[config.mk]
export PLATFORM = sky130hd
export DESIGN_NAME = lvdc_timing_sequencer_flat
export DESIGN_NICKNAME = d
export VERILOG_FILES = /design/src/rtl/lvdc_timing_sequencer_if.sv /design/src/rtl/lvdc_timing_sequencer.sv /design/src/flat_wrapper.sv
export SDC_FILE = /design/constraint.sdc
export NUM_CORES = 1
export LEC_CHECK = 0
export CORE_AREA = 8 8 52 54
export DETAILED_ROUTE_END_ITERATION = 7
export DIE_AREA = 0 0 60 62
export HOLD_SLACK_MARGIN = 0.15
export PLACE_DENSITY_LB_ADDON = 0.25
export SYNTH_ARGS = -nofsm -noshare
export SYNTH_HDL_FRONTEND = slang
export SYNTH_SLANG_ARGS = --single-unit
[constraint.sdc]
create_clock -name CLK -period 2.3 [get_ports CLK]
set_input_delay 0.345 -clock CLK [delete_from_list [all_inputs] [get_ports CLK]]
set_output_delay 0.345 -clock CLK [all_outputs]
set_load 0.03 [all_outputs]
[src/rtl/lvdc_timing_sequencer_if.sv]
// Signal bundle between the LVDC timing sequencer and its surrounding logic.
// The master drives the clock phase and the run/step/error controls; the slave is the sequencer.
interface lvdc_timing_sequencer_if;
  logic       CK_P;
  logic       RUN;
  logic       STEP_REQ;
  logic       ERR_CLR;
  logic [2:0] FAULT_INJ;
  logic [1:0] PHASE;
  logic [3:0] BIT_TIME;
  logic       SYL;
  logic       PHASE_STROBE;
  logic       WORD_STROBE;
  logic       HALTED;
  logic       STEP_ACK;
  logic       TMR_ERR;

  modport master (
    output CK_P, RUN, STEP_REQ, ERR_CLR, FAULT_INJ,
    input  PHASE, BIT_TIME, SYL, PHASE_STROBE, WORD_STROBE, HALTED, STEP_ACK, TMR_ERR
  );

  modport slave (
    input  CK_P, RUN, STEP_REQ, ERR_CLR, FAULT_INJ,
    output PHASE, BIT_TIME, SYL, PHASE_STROBE, WORD_STROBE, HALTED, STEP_ACK, TMR_ERR
  );
endinterface

[src/rtl/lvdc_timing_sequencer.sv]
// Phase / bit-time / syllable sequencer driven by the voted CK_P level, with
// run/halt/single-step control and triple-voted counter state.
module lvdc_timing_sequencer #(
  parameter int N_BITS      = 14,
  parameter int SYNC_STAGES = 2
) (
  input logic                    CLK,
  input logic                    RSTN,
  lvdc_timing_sequencer_if.slave bus
);

  typedef enum logic [1:0] {ST_HALT, ST_RUN, ST_STEP, ST_ACK} state_t;

  localparam logic [3:0] BT_LAST = 4'(N_BITS);
  // Replica layout: {PHASE[1:0], BIT_TIME[3:0], SYL}
  localparam logic [6:0] CNT_RST = {2'd0, 4'd1, 1'b0};

  state_t                 state_q, state_d;
  logic [SYNC_STAGES-1:0] sync_q, sync_d;
  logic                   hist_q, hist_d;
  logic [6:0]             rep_q [3];
  logic [6:0]             rep_d [3];
  logic [6:0]             rep_v [3];
  logic [6:0]             vote;
  logic [6:0]             cnt_next;
  logic                   ps_q, ps_d;
  logic                   ws_q, ws_d;
  logic                   err_q, err_d;
  logic                   tick, counting, wrap, mismatch;
  logic [1:0]             ph;
  logic [3:0]             bt;
  logic                   syl;

  function automatic logic [6:0] maj3(input logic [6:0] a, input logic [6:0] b,
                                      input logic [6:0] c);
    return (a & b) | (a & c) | (b & c);
  endfunction

  always_comb begin
    sync_d = {sync_q[SYNC_STAGES-2:0], bus.CK_P};
    hist_d = sync_q[SYNC_STAGES-1];
    tick   = sync_q[SYNC_STAGES-1] & ~hist_q;
  end

  // FAULT_INJ models an upset on a replica as seen by the voter for one cycle.
  always_comb begin
    for (int i = 0; i < 3; i++) begin
      rep_v[i] = rep_q[i] ^ {5'd0, bus.FAULT_INJ[i], 1'b0};
    end
    vote     = maj3(rep_v[0], rep_v[1], rep_v[2]);
    mismatch = (rep_v[0] != vote) | (rep_v[1] != vote) | (rep_v[2] != vote);
    ph       = vote[6:5];
    bt       = vote[4:1];
    syl      = vote[0];
  end

  assign counting = (state_q == ST_RUN) || (state_q == ST_STEP);
  assign wrap     = counting && tick && (ph == 2'd3) && (bt == BT_LAST) && syl;

  // All replicas reload from the vote each cycle so a stray replica self-heals.
  always_comb begin
    cnt_next = vote;
    if (counting && tick) begin
      cnt_next[6:5] = ph + 2'd1;
      if (ph == 2'd3) begin
        if (bt == BT_LAST) begin
          cnt_next[4:1] = 4'd1;
          cnt_next[0]   = ~syl;
        end else begin
          cnt_next[4:1] = bt + 4'd1;
        end
      end
    end
    for (int i = 0; i < 3; i++) begin
      rep_d[i] = cnt_next;
    end
    ps_d  = counting && tick;
    ws_d  = wrap;
    err_d = mismatch | (err_q & ~bus.ERR_CLR);
  end

  always_comb begin
    state_d = state_q;
    case (state_q)
      ST_HALT: begin
        if (bus.RUN)           state_d = ST_RUN;
        else if (bus.STEP_REQ) state_d = ST_STEP;
      end
      ST_RUN:  if (!bus.RUN && wrap) state_d = ST_HALT;
      ST_STEP: if (wrap)             state_d = ST_ACK;
      ST_ACK:  if (!bus.STEP_REQ)    state_d = ST_HALT;
      default: state_d = ST_HALT;
    endcase
  end

  always_ff @(posedge CLK or negedge RSTN) begin
    if (!RSTN) begin
      state_q <= ST_HALT;
      sync_q  <= '0;
      hist_q  <= 1'b0;
      for (int i = 0; i < 3; i++) rep_q[i] <= CNT_RST;
      ps_q    <= 1'b0;
      ws_q    <= 1'b0;
      err_q   <= 1'b0;
    end else begin
      state_q <= state_d;
      sync_q  <= sync_d;
      hist_q  <= hist_d;
      for (int i = 0; i < 3; i++) rep_q[i] <= rep_d[i];
      ps_q    <= ps_d;
      ws_q    <= ws_d;
      err_q   <= err_d;
    end
  end

  assign bus.PHASE        = ph;
  assign bus.BIT_TIME     = bt;
  assign bus.SYL          = syl;
  assign bus.PHASE_STROBE = ps_q;
  assign bus.WORD_STROBE  = ws_q;
  assign bus.HALTED       = (state_q == ST_HALT);
  assign bus.STEP_ACK     = (state_q == ST_ACK);
  assign bus.TMR_ERR      = err_q;

endmodule

[src/flat_wrapper.sv]
// flat-port wrapper written by rule: the top's interface ports become plain ports
module lvdc_timing_sequencer_flat 
#(
  parameter int N_BITS      = 14,
  parameter int SYNC_STAGES = 2
)
  (CLK, RSTN, bus_CK_P, bus_RUN, bus_STEP_REQ, bus_ERR_CLR, bus_FAULT_INJ, bus_PHASE, bus_BIT_TIME, bus_SYL, bus_PHASE_STROBE, bus_WORD_STROBE, bus_HALTED, bus_STEP_ACK, bus_TMR_ERR);
  lvdc_timing_sequencer_if bus_i ();
  input logic CLK;
  input logic RSTN;
  input wire logic [$bits(bus_i.CK_P)-1:0] bus_CK_P;
  input wire logic [$bits(bus_i.RUN)-1:0] bus_RUN;
  input wire logic [$bits(bus_i.STEP_REQ)-1:0] bus_STEP_REQ;
  input wire logic [$bits(bus_i.ERR_CLR)-1:0] bus_ERR_CLR;
  input wire logic [$bits(bus_i.FAULT_INJ)-1:0] bus_FAULT_INJ;
  output wire logic [$bits(bus_i.PHASE)-1:0] bus_PHASE;
  output wire logic [$bits(bus_i.BIT_TIME)-1:0] bus_BIT_TIME;
  output wire logic [$bits(bus_i.SYL)-1:0] bus_SYL;
  output wire logic [$bits(bus_i.PHASE_STROBE)-1:0] bus_PHASE_STROBE;
  output wire logic [$bits(bus_i.WORD_STROBE)-1:0] bus_WORD_STROBE;
  output wire logic [$bits(bus_i.HALTED)-1:0] bus_HALTED;
  output wire logic [$bits(bus_i.STEP_ACK)-1:0] bus_STEP_ACK;
  output wire logic [$bits(bus_i.TMR_ERR)-1:0] bus_TMR_ERR;
  assign bus_i.CK_P = bus_CK_P;
  assign bus_i.RUN = bus_RUN;
  assign bus_i.STEP_REQ = bus_STEP_REQ;
  assign bus_i.ERR_CLR = bus_ERR_CLR;
  assign bus_i.FAULT_INJ = bus_FAULT_INJ;
  assign bus_PHASE = bus_i.PHASE;
  assign bus_BIT_TIME = bus_i.BIT_TIME;
  assign bus_SYL = bus_i.SYL;
  assign bus_PHASE_STROBE = bus_i.PHASE_STROBE;
  assign bus_WORD_STROBE = bus_i.WORD_STROBE;
  assign bus_HALTED = bus_i.HALTED;
  assign bus_STEP_ACK = bus_i.STEP_ACK;
  assign bus_TMR_ERR = bus_i.TMR_ERR;
  lvdc_timing_sequencer #(.N_BITS(N_BITS), .SYNC_STAGES(SYNC_STAGES)) u_core (.CLK(CLK), .RSTN(RSTN), .bus(bus_i));
endmodule
Yosys cells after proc, flatten, opt, wreduce, memory -nomap -nowiden
Index checks and enable logic that the tools add are counted.
{"block": "totals", "ff_bits": 15, "inputBits": 9, "output_inout_bits": 12, "elab_cells": 56}
{"block": "classes", "addsub": 2, "eq_ne": 12, "n_mux": 10, "bitwise_logic": 16, "reduce_logical": 9}
{"cell": "7-bit AND", "count": 3}
{"cell": "7-bit inequality test", "count": 3}
{"cell": "7-bit by 2-bit XOR with 7-bit output", "count": 3}
{"cell": "7-bit bitwise OR", "count": 2}
{"cell": "2-bit 2-to-1 mux", "count": 5}
{"cell": "2-bit one-hot mux with 4 select lines", "count": 1}
{"cell": "7-bit 2-to-1 mux", "count": 1}
{"cell": "2-bit equality test (second input constant)", "count": 3}
{"cell": "1-bit logical AND", "count": 5}
{"cell": "5-bit 2-to-1 mux", "count": 1}
{"cell": "4-bit by 1-bit adder with 4-bit output (second input constant)", "count": 1}
{"cell": "4-bit equality test (second input constant)", "count": 1}
{"cell": "4-bit 2-to-1 mux", "count": 1}
{"cell": "2-bit inequality test (second input constant)", "count": 2}
{"cell": "4-bit AND reduction", "count": 1}
{"cell": "3-bit inequality test (second input constant)", "count": 1}
{"cell": "1-bit NOT", "count": 3}
{"cell": "1-bit bitwise OR", "count": 3}
{"cell": "2-bit by 1-bit adder with 2-bit output (second input constant)", "count": 1}
{"cell": "1-bit AND", "count": 2}
{"cell": "2-bit by 1-bit equality test with 1-bit output (second input constant)", "count": 1}
{"cell": "2-bit logical NOT", "count": 1}
{"cell": "2-bit by 1-bit inequality test with 1-bit output (second input constant)", "count": 1}
{"cell": "1-bit logical NOT", "count": 1}
{"cell": "2 further kinds", "count": 2}

Longest topological paths before layout
Gate-level depths: netlist of the first run.
{"block": "depth", "ltp_word": 11, "ltp_mapped": 8, "mapped_depth_nobuf": 8}

Least setup slack after synthesis of the first run
Ideal clock, no wire load.
{"block": "synth_path", "kind": "register to register", "from": "reg u_core.rep_q[15] (netlist bit)", "to": "reg u_core.state_q[0]", "setup_time_ns": 0.082, "arrival_time_ns": 2.045, "required_time_ns": 2.218, "slack_ns": 0.173, "stages_incl_launch_ff": 9, "path_buffers": 0, "period_less_slack_ns": 2.127, "path_cell_list": "dfstp_2 > xor2_1 > ha_1 > a221oi_4 > ha_1 > and3_1 > a31oi_1 > o21a_1 > a31oi_1"}
{"block": "synth_between", "elab_chain_len": 10, "elab_cells_between_ends": 15, "cone_classes": "3 x eq/ne; 8 x bitwise; 4 x reduce/logical"}
{"element": "from (decl)", "line_no": "lvdc_timing_sequencer.sv:21", "rtl": "logic [6:0] rep_q [3];"}
{"element": "7-bit by 2-bit XOR with 7-bit output", "line_no": "lvdc_timing_sequencer.sv:48", "rtl": "rep_v[i] = rep_q[i] ^ {5'd0, bus.FAULT_INJ[i], 1'b0};"}
{"element": "7-bit AND", "line_no": "lvdc_timing_sequencer.sv:36", "rtl": "return (a & b) | (a & c) | (b & c);"}
{"element": "7-bit bitwise OR", "line_no": "lvdc_timing_sequencer.sv:36"}
{"element": "7-bit bitwise OR (*)", "line_no": "lvdc_timing_sequencer.sv:36"}
{"element": "4-bit equality test (*)", "line_no": "lvdc_timing_sequencer.sv:58", "rtl": "assign wrap = counting && tick && (ph == 2'd3) && (bt == BT_LAST) && syl;"}
{"element": "1-bit logical AND (*) (2 in a row)", "line_no": "lvdc_timing_sequencer.sv:58"}
{"element": "1-bit logical AND", "line_no": "lvdc_timing_sequencer.sv:89", "rtl": "ST_RUN: if (!bus.RUN && wrap) state_d = ST_HALT;"}
{"element": "2-bit inequality test (no line)"}
{"element": "4-bit AND reduction (no line) (*)"}
{"element": "to (signal assigned)", "line_no": "lvdc_timing_sequencer.sv:106", "rtl": "state_q <= state_d;"}
{"element": "to (decl)", "line_no": "lvdc_timing_sequencer.sv:18", "rtl": "state_t state_q, state_d;"}
Every way passes the cells marked *; elsewhere a longest branch is shown, timed or not.
A chain may end at the register's enable or synchronous reset.

Final worst setup path of the first run
{"block": "layout_path", "from": "in bus_FAULT_INJ[0]", "to": "out bus_BIT_TIME[0]"}
{"block": "layout_between", "elab_chain_len": 4, "elab_cells_between_ends": 5, "cone_classes": "5 x bitwise"}
{"element": "from (decl)", "line_no": "flat_wrapper.sv:15", "rtl": "input wire logic [$bits(bus_i.FAULT_INJ)-1:0] bus_FAULT_INJ;"}
{"element": "7-bit by 2-bit XOR with 7-bit output (*)", "line_no": "lvdc_timing_sequencer.sv:48"}
{"element": "7-bit AND", "line_no": "lvdc_timing_sequencer.sv:36"}
{"element": "7-bit bitwise OR (*) (2 in a row)", "line_no": "lvdc_timing_sequencer.sv:36"}
{"element": "to (decl)", "line_no": "flat_wrapper.sv:17", "rtl": "output wire logic [$bits(bus_i.BIT_TIME)-1:0] bus_BIT_TIME;"}
Marked as above.

==> impl_metrics.toml, run 1 <==
[clock_tree]
path_clk_slew_ns = 0.09
clk_latency_ns = 0.29
cts.sink_count = 15
cts_tree = "done"
cts_root_buf = "clkbuf_4"
cts_buffers = 3
htreeDepth = 1
clockBufferDepth = 2
cts_hold_buf = 0
post_cts_buffers = 0

[sta]
slew_violations = 0
finalHoldViolCount = 0
timing.final.crit_share_pct = 95.46
setup_viol = 0
fmax_mhz = 455.5
worst_pin_slew_ns = 0.6788
post-route-min-period_ns = 2.196
relSlewSlack_pct = 54.61
clock-skew-final_ns = 0.002359

[run_status]
status = "finished, final reports clean"

[final_layout]
layout-drive-gt1-share_pct = 15.24
postLayoutCellArea_sq_um = 1115
fill_cells = 181
antenna_cells = 0
areaGrowthSynthToFinish_pct = 33.78
nets = 123

[min_path]
hold-path-endpoint = "u_core.sync_q[1]"
whs_path_depth = 0
worst_hold_path_type = "flop to flop"
worstHoldStart = "u_core.sync_q[0]"

[routing]
drt_iter0_markers = 14
wl_met2_um = 752
wirelength_um = 1631
via_per_inst = 4.871
antenna_left = 0
drt-met1-wl_um = 733
via_count = 643
dr.pass1.iters = 4
wl_per_cell_um = 12.36
route.detailed.drc = 0
highest_layer = "met4"
route.met3.wl_um = 134

[worst_setup_path]
r2r_start = "u_core.rep_q[15]"
start_kind = "input pin"
crit_type = "input pin to output port"
cp.arrival_ns = 1.85
rrSetupSlack_ns = 0.17
endpoint_kind = "output port"
reg2reg_depth = 9
r2r_end = "u_core.state_q[0]"
cp_max_fo = 3
crit_required_ns = 1.96

[job]
cap_violations = 0

[placed_design]
port_buffers = 20
gp_congestion = 0.8786
hpwl_um = 1327
placed_area_sq_um = 1082

[synth]
yosysWarnings = 0
syn-num-nets = 96
ys_top_cells_by_area = "dfrtp_1, ha_1, buf_4"
yosys.area.top_type_share_pct = 42.04
synth_top_cell_by_area = "dfrtp_1"
syn_area_sq_um = 833.3
synthCells = 79
avgSynthCellArea_sq_um = 10.55
yosysSeqAreaShare_pct = 45.20
ys_types = 30
ys_ff_latch = 15

[floorplan]
fp.dieW_um = 60
dieArea_sq_um = 3720
fp.dieH_um = 62
rows = 16
initial_core_util_pct = 43.82
io_pins = 21
core_area_sq_um = 1902

[global_route]
grt_max_degree = 16
grt_overflow = 0
grt_pass1_vias = 610
grt_first_pass_wirelength_um = 2601
antenna_found_initial = 0
grt_use_total_pct = 9.440

[power]
power-per-cell-area_nw_per_um2 = 1341
leakage_nw = 0.4970
peakVddDrop_uv = 677.9
power_mw = 1.495
-- sequential cells by signal (all words and copies together) (netlist names) --
name,count
u_core.bus.PHASE_STROBE,1
u_core.bus.TMR_ERR,1
u_core.bus.WORD_STROBE,1
u_core.hist_q,1
u_core.rep_q,7
u_core.state_q,2
u_core.sync_q,2
-- synth_stat cells --
cell type	instances
a22oi_1	1
xor2_1	2
nor2_1	2
xnor2_1	3
or2_1	1
nand2b_1	2
o21ai_1	1
mux2i_1	1
a21oi_1	3
nor2_2	1
nand3b_1	1
a31oi_1	3
nand4_1	1
and3_1	1
and4b_1	1
dfstp_2	1
buf_4	5
a221oi_4	1
nand3_1	2
dfrtp_1	14
a221oi_1	1
a211oi_1	1
nor3_1	1
o21ai_0	3
inv_1	5
nor2b_2	1
ha_1	8
o31ai_1	1
o21a_1	2
nand2_1	9
-- stage by stage --
stage	TNS [ns]	setup slack [ns]	hold WS, ns	utilization, %	instances
global placement	-0.3439	-0.1429	0.3392	56.91	128
floorplan	0	0.1733	0.04941	-	79
detailed placement	-0.5388	-0.1714	0.3498	56.91	128
finish	0	0.1045	0.3641	58.62	132
CTS	0	0.08472	0.3712	58.29	132
global route	-0.03266	-0.02595	0.3817	58.62	132
-- critical path, cell delays in order --
cell,delay [ns]
clkdlybuf4s50_1,0.45
xor2_1,0.18
ha_1,0.24
a221oi_4,0.20
inv_1,0.08
dlygate4sd2_1,0.36
-- power breakdown --
| group | switching [mW] | total (mW) | leakage, nW | internal (mW) |
|---|---|---|---|---|
| logic | 0.486 | 0.898 | 0.299 | 0.412 |
| clock network | 0.0876 | 0.152 | 0.0177 | 0.0647 |
| registers | 0.0869 | 0.445 | 0.180 | 0.358 |
| total | 0.660 | 1.50 | 0.497 | 0.835 |
-- final cells by class --
| cell class | count | area, sq um | share of cell area [%] |
|---|---|---|---|
| Inverter | 5 | 18.77 | 1.684 |
| Clock inverter | 1 | 5.005 | 0.4489 |
| Tap cell | 27 | 33.78 | 3.030 |
| Clock buffer | 3 | 22.52 | 2.020 |
| Multi-Input combinational cell | 54 | 406.6 | 36.48 |
| Sequential cell | 15 | 376.6 | 33.78 |
| Timing Repair Buffer | 27 | 251.5 | 22.56 |
-- how the worst max path moves through the flow --
stage,from,end,slack (ns)
2_1_floorplan,u_core.rep_q[15],u_core.state_q[0],0.17
3_3_place_gp,bus_FAULT_INJ[0],bus_BIT_TIME[0],-0.14
3_5_place_dp,bus_FAULT_INJ[0],bus_BIT_TIME[0],-0.17
4_1_cts,bus_FAULT_INJ[0],bus_BIT_TIME[0],0.08
5_1_grt,u_core.rep_q[15],u_core.state_q[1],-0.03
6_report,bus_FAULT_INJ[0],bus_BIT_TIME[0],0.10
-- repair_timing --
action                                 in CTS  in global routing
resized for setup                           1                  1
endpoints found under the hold margin       0                  0
setup endpoints to repair                   1                  2
-- cell usage in the layout, fill, tap and decap left out, types with 2 or more instances in the layout --
cell | netlist | layout
buf_4 | 5 | 7
dfrtp_1 | 14 | 14
xnor2_1 | 3 | 3
a21oi_1 | 3 | 3
ha_1 | 8 | 8
o21a_1 | 2 | 2
xor2_1 | 2 | 2
inv_1 | 5 | 5
a31oi_1 | 3 | 2
nand2_1 | 9 | 9
clkdlybuf4s50_1 | 0 | 19
nand3_1 | 2 | 2
o21ai_0 | 3 | 3
nor2_1 | 2 | 2
nand2b_1 | 2 | 2
clkbuf_4 | 0 | 3
-- layer usage --
| metal | vias up | GRT usage [%] |
|---|---|---|
| met3 | 3 | 4.938 |
| met4 | 0 | 3.061 |
| met1 | 297 | 11.26 |
| met5 | - | 0 |
| li1 | 325 | - |
| met2 | 18 | 14.31 |
-- cell families (layout without fill, tap and decap cells) --
group | Yosys count | in the layout | share of synthesized area, %
and+or+nand+nor | 23 | 23 | 14.42
AOI/OAI and AO/OA | 17 | 17 | 15.17
DFF | 15 | 15 | 45.20
buffers and inverters | 10 | 36 | 6.757
adders and majority gates | 8 | 8 | 12.01
xor gates and xnor gates | 5 | 5 | 5.256
muxes | 1 | 1 | 1.201
Note: power is estimated with default switching activity, not from simulation.
==> inputs of run 2 (changes only) <==
--- a/config.mk
+++ b/config.mk
@@ -5,9 +5,9 @@
 export SDC_FILE = /design/constraint.sdc
 export NUM_CORES = 1
 export LEC_CHECK = 0
-export CORE_AREA = 8 8 52 54
+export CORE_AREA = 2 2 49 51
 export DETAILED_ROUTE_END_ITERATION = 7
-export DIE_AREA = 0 0 60 62
+export DIE_AREA = 0 0 51 53
 export HOLD_SLACK_MARGIN = 0.15
 export PLACE_DENSITY_LB_ADDON = 0.25
 export SYNTH_ARGS = -nofsm -noshare
==> run 2 against run 1 <==
  * Combinational power is 3.3% lower
  * Core utilization is 7.4 points lower
  * First-iteration DRC count is 64% lower
  * Global-route usage is 4.1 points higher
  * Sequential power is 0.9% lower
  * Total power is 2.3% lower
  * Critical path type is now input pin to flop
==> impl_metrics.toml, run 2 (synthesis results as in run 1) <==
[worst_setup_path]
cp.arrival_ns = 2.30
endpoint_kind = "flop"
crit_type = "input pin to flop"
crit_required_ns = 2.51
start_kind = "input pin"
cp_max_fo = 3

[placed_design]
post-place-ws_ns = -0.1895
placed_area_sq_um = 1069
gp_congestion = 0.7512
port_buffers = 20
hpwl_um = 1189

[global_route]
antenna_found_initial = 0
grt_overflow = 0
grt_pass1_vias = 619
grt_use_total_pct = 13.56
grt_first_pass_wirelength_um = 2642
grt_max_degree = 16

[job]
cap_violations = 0

[floorplan]
fp.dieW_um = 51
core_area_sq_um = 2148
fp.dieH_um = 53
rows = 17
dieArea_sq_um = 2703
io_pins = 21
initial_core_util_pct = 38.79

[clock_tree]
cts_root_buf = "clkbuf_4"
clockBufferDepth = 2
htreeDepth = 1
cts_tree = "done"
clk_latency_ns = 0.29
path_clk_slew_ns = 0.09
cts.sink_count = 15
cts_buffers = 3
cts_hold_buf = 0

[final_layout]
top_register = "u_core.rep_q"
postLayoutCellArea_sq_um = 1101
layout-drive-gt1-share_pct = 14.42
largest_reg_flops = 7
fill_cells = 209
antenna_cells = 0
areaGrowthSynthToFinish_pct = 32.13
reg_top3 = "u_core.rep_q: 7 flops, u_core.state_q: 2 flops, u_core.sync_q: 2 flops"
multi_input_area_sq_um = 400.4
mostFrequentLayoutCell = "clkdlybuf4s50_1"
register_area_sq_um = 376.6
utilization_pct = 51.25
final_cell_mix = "clkdlybuf4s50_1, dfrtp_1, nand2_1"
nets = 122

[sta]
rsz0062_at_grt = "false"
finalHoldViolCount = 0
slew_violations = 0
fmax_mhz = 479.6
post-route-min-period_ns = 2.085
clock-skew-final_ns = 0.006375
worst_pin_slew_ns = 0.6426
final.setup.tns_ns = 0
setup_viol = 0
timing.final.crit_share_pct = 90.66
timing.final.ws_setup_ns = 0.2148
relSlewSlack_pct = 57.03
whs_ns = 0.3542

[routing]
wl_per_cell_um = 11.14
drt_iter0_markers = 5
route.detailed.drc = 0
dr.pass1.iters = 2
wirelength_um = 1471
antenna_left = 0
via_count = 634
via_per_inst = 4.803

[power]
peakVddDrop_uv = 842.3
leakage_nw = 0.4869
power-per-cell-area_nw_per_um2 = 1327

[run_status]
status = "finished, final reports clean"

[min_path]
worst_hold_path_type = "flop to flop"
## run 2: cell count changes in the layout (fill, tap and decap cells not counted), sizes merged
cell         delta
buf             -1
clkbuf          +1
clkinv          -1
clkinvlp        +1
dlygate4sd2     -1
## run 2: stage by stage
step | total power, mW | instances
finish | 1.461 | 132
global route | 1.596 | 132
CTS | 1.491 | 132
detailed placement | 1.327 | 127
global placement | 1.306 | 127
floorplan | 1.053 | 79
## run 2: critical path: stages
cell and delay [ns]:
clkdlybuf4s50_1 0.45, xor2_1 0.18, ha_1 0.24, a221oi_4 0.22
ha_1 0.21, and3_1 0.19, a31oi_1 0.13, o21a_1 0.18
a31oi_1 0.15
## run 2: layout make-up
cell class	instances	share of cell area (%)
Sequential cell	15	34.20
Tap cell	28	3.182
Timing Repair Buffer	26	21.82
Clock inverter	1	0.6818
Multi-Input combinational cell	54	36.36
Clock buffer	3	2.045
Inverter	5	1.705
## run 2: what timing repair did
action | in CTS | in global routing
gates resized for setup | 1 | 2
endpoints found under the hold margin | 0 | 0
endpoints found under the setup margin | 1 | 1
setup buffers | 1 | 0
## run 2: power breakdown
| group | internal [mW] | total, mW | switching [mW] |
|---|---|---|---|
| Clock | 0.0661 | 0.153 | 0.0869 |
| Combinational | 0.392 | 0.868 | 0.475 |
| Sequential | 0.358 | 0.441 | 0.0824 |
## run 2: routing by layer
| layer | up-vias | routed length [um] | track usage, % |
|---|---|---|---|
| met2 | 14 | 694 | 20.78 |
| met4 | 0 | 17 | 6.757 |
| met1 | 294 | 684 | 16.49 |
| li1 | 322 | - | - |
| met3 | 4 | 75 | 5.367 |
| met5 | - | 0 | 0 |
## run 2: worst paths after layout
check,start,endpoint,slack [ns],cells after the start
worst min-delay path,u_core.sync_q[0],u_core.sync_q[1],0.35,0
worst min register to register,u_core.sync_q[0],u_core.sync_q[1],0.35,0
worst max-delay path,bus_FAULT_INJ[0],u_core.state_q[0],0.21,9
worst max register to register,u_core.rep_q[15],u_core.state_q[1],0.25,8
min in group asynchronous,RSTN,u_core.sync_q[1],0.45,1
max in group asynchronous,RSTN,u_core.rep_q[16],1.44,1
==> inputs of run 3 (changes only) <==
--- a/config.mk
+++ b/config.mk
@@ -9,6 +9,7 @@
 export DETAILED_ROUTE_END_ITERATION = 7
 export DIE_AREA = 0 0 51 53
 export HOLD_SLACK_MARGIN = 0.15
+export MAX_ROUTING_LAYER = met4
 export PLACE_DENSITY_LB_ADDON = 0.25
 export SYNTH_ARGS = -nofsm -noshare
 export SYNTH_HDL_FRONTEND = slang
==> run 3 against run 2 <==
  * Flip-flop and latch count stayed put
  * Critical path depth stayed put
  * Hold slack hardly changed
  * Largest cell class unchanged
==> impl_metrics.toml, run 3 (synthesis results as in run 1) <==
[global_route]
grt_first_pass_wirelength_um = 2649
grt_use_total_pct = 13.92
grt_max_degree = 16
grt_pass1_vias = 619
grt_overflow = 0
antenna_found_initial = 0

[clock_tree]
cts_tree = "done"
htreeDepth = 1
clk_latency_ns = 0.29
cts_root_buf = "clkbuf_4"
clockBufferDepth = 2
cts_buffers = 3
path_clk_slew_ns = 0.09
cts.sink_count = 15

[routing]
antenna_left = 0
via_count = 634
drt_iter0_markers = 5
dr.pass1.iters = 2
wl_per_cell_um = 11.14
via_per_inst = 4.803
highest_layer = "met4"
route.detailed.drc = 0
wirelength_um = 1471
route.met3.wl_um = 69
drt-met1-wl_um = 690
wl_met2_um = 689

[sta]
final.setup.tns_ns = 0
relSlewSlack_pct = 57.02
whs_ns = 0.3543
post-route-min-period_ns = 2.085
rsz0062_at_grt = "false"
setup_viol = 0
fmax_mhz = 479.6
worst_pin_slew_ns = 0.6426
slew_violations = 0
clock-skew-final_ns = 0.006438
finalHoldViolCount = 0
timing.final.crit_share_pct = 90.66

[worst_setup_path]
endpoint_kind = "flop"
critPathLaunch = "bus_FAULT_INJ[0]"
endpoint = "u_core.state_q[0]"
r2r_start = "u_core.rep_q[15]"
cp_max_fo = 3
rrSetupSlack_ns = 0.25
reg2reg_depth = 8
crit_type = "input pin to flop"
start_kind = "input pin"
r2r_end = "u_core.state_q[1]"
cp.arrival_ns = 2.30
crit_required_ns = 2.51

[power]
power-per-cell-area_nw_per_um2 = 1327
peakVddDrop_uv = 843.1
leakage_nw = 0.4869

[final_layout]
mostFrequentLayoutCell = "clkdlybuf4s50_1"
fill_cells = 209
antenna_cells = 0
utilization_pct = 51.25
largest_reg_flops = 7
areaGrowthSynthToFinish_pct = 32.13
layout-drive-gt1-share_pct = 14.42
reg_top3 = "u_core.rep_q: 7 flops, u_core.state_q: 2 flops, u_core.sync_q: 2 flops"
nets = 122
postLayoutCellArea_sq_um = 1101
final_cell_mix = "clkdlybuf4s50_1, dfrtp_1, nand2_1"
top_register = "u_core.rep_q"
multi_input_area_sq_um = 400.4
register_area_sq_um = 376.6

[job]
cap_violations = 0

[floorplan]
fp.dieH_um = 53
dieArea_sq_um = 2703
core_area_sq_um = 2148
initial_core_util_pct = 38.79
io_pins = 21
fp.dieW_um = 51
rows = 17

[run_status]
status = "finished, final reports clean"

[placed_design]
hpwl_um = 1189
port_buffers = 20
placed_area_sq_um = 1069
gp_congestion = 0.7608

[min_path]
worst_hold_path_type = "flop to flop"
-- run 3: cell counts in the layout (fill, tap and decap cells not counted) --
No cell type changed its count.
-- run 3: repair_timing --
item	CTS	global route
gates resized for setup	1	2
buffers inserted	1	0
endpoints found under the setup margin	1	1
hold buffers	0	0
-- run 3: critical path, cell delays in order --
cell,delay (ns)
clkdlybuf4s50_1,0.45
xor2_1,0.18
ha_1,0.24
a221oi_4,0.22
ha_1,0.21
and3_1,0.19
a31oi_1,0.13
o21a_1,0.18
a31oi_1,0.15
-- run 3: final cells by class --
cell class / count / area share [%]
sequential: 15 / 34.20
clock buffer: 3 / 2.045
timing repair buffer: 26 / 21.82
inverter: 5 / 1.705
clock inverter: 1 / 0.6818
multi-input combinational: 54 / 36.36
tap: 28 / 3.182
-- run 3: per-layer routing --
| layer | global-route usage, % | up-vias |
|---|---|---|
| met4 | 6.757 | 0 |
| met1 | 16.67 | 294 |
| met2 | 20.78 | 14 |
| met3 | 5.085 | 4 |
| met5 | - | - |
| li1 | - | 322 |
-- run 3: where the power goes --
part | switching, mW | total, mW | internal [mW]
logic | 0.475 | 0.868 | 0.392
registers | 0.0824 | 0.441 | 0.358
clock network | 0.0870 | 0.153 | 0.0661
-- run 3: stage by stage --
step	worst slack, ns	power (mW)	std cells
final	0.2148	1.461	132
after CTS	0.05041	1.491	132
after detailed placement	-0.1895	1.327	127
after global routing	0.05716	1.596	132
after floorplan	0.1733	1.053	79
after global placement	-0.1647	1.306	127
-- run 3: worst min path at each step --
stage | startpoint | cells after the start | endpoint
finish | u_core.sync_q[0] | 0 | u_core.sync_q[1]
global route | u_core.sync_q[0] | 0 | u_core.sync_q[1]
CTS | u_core.sync_q[0] | 0 | u_core.sync_q[1]
detailed placement | u_core.sync_q[0] | 0 | u_core.sync_q[1]
global placement | u_core.sync_q[0] | 0 | u_core.sync_q[1]
floorplan | RSTN | 0 | u_core.bus.PHASE_STROBE
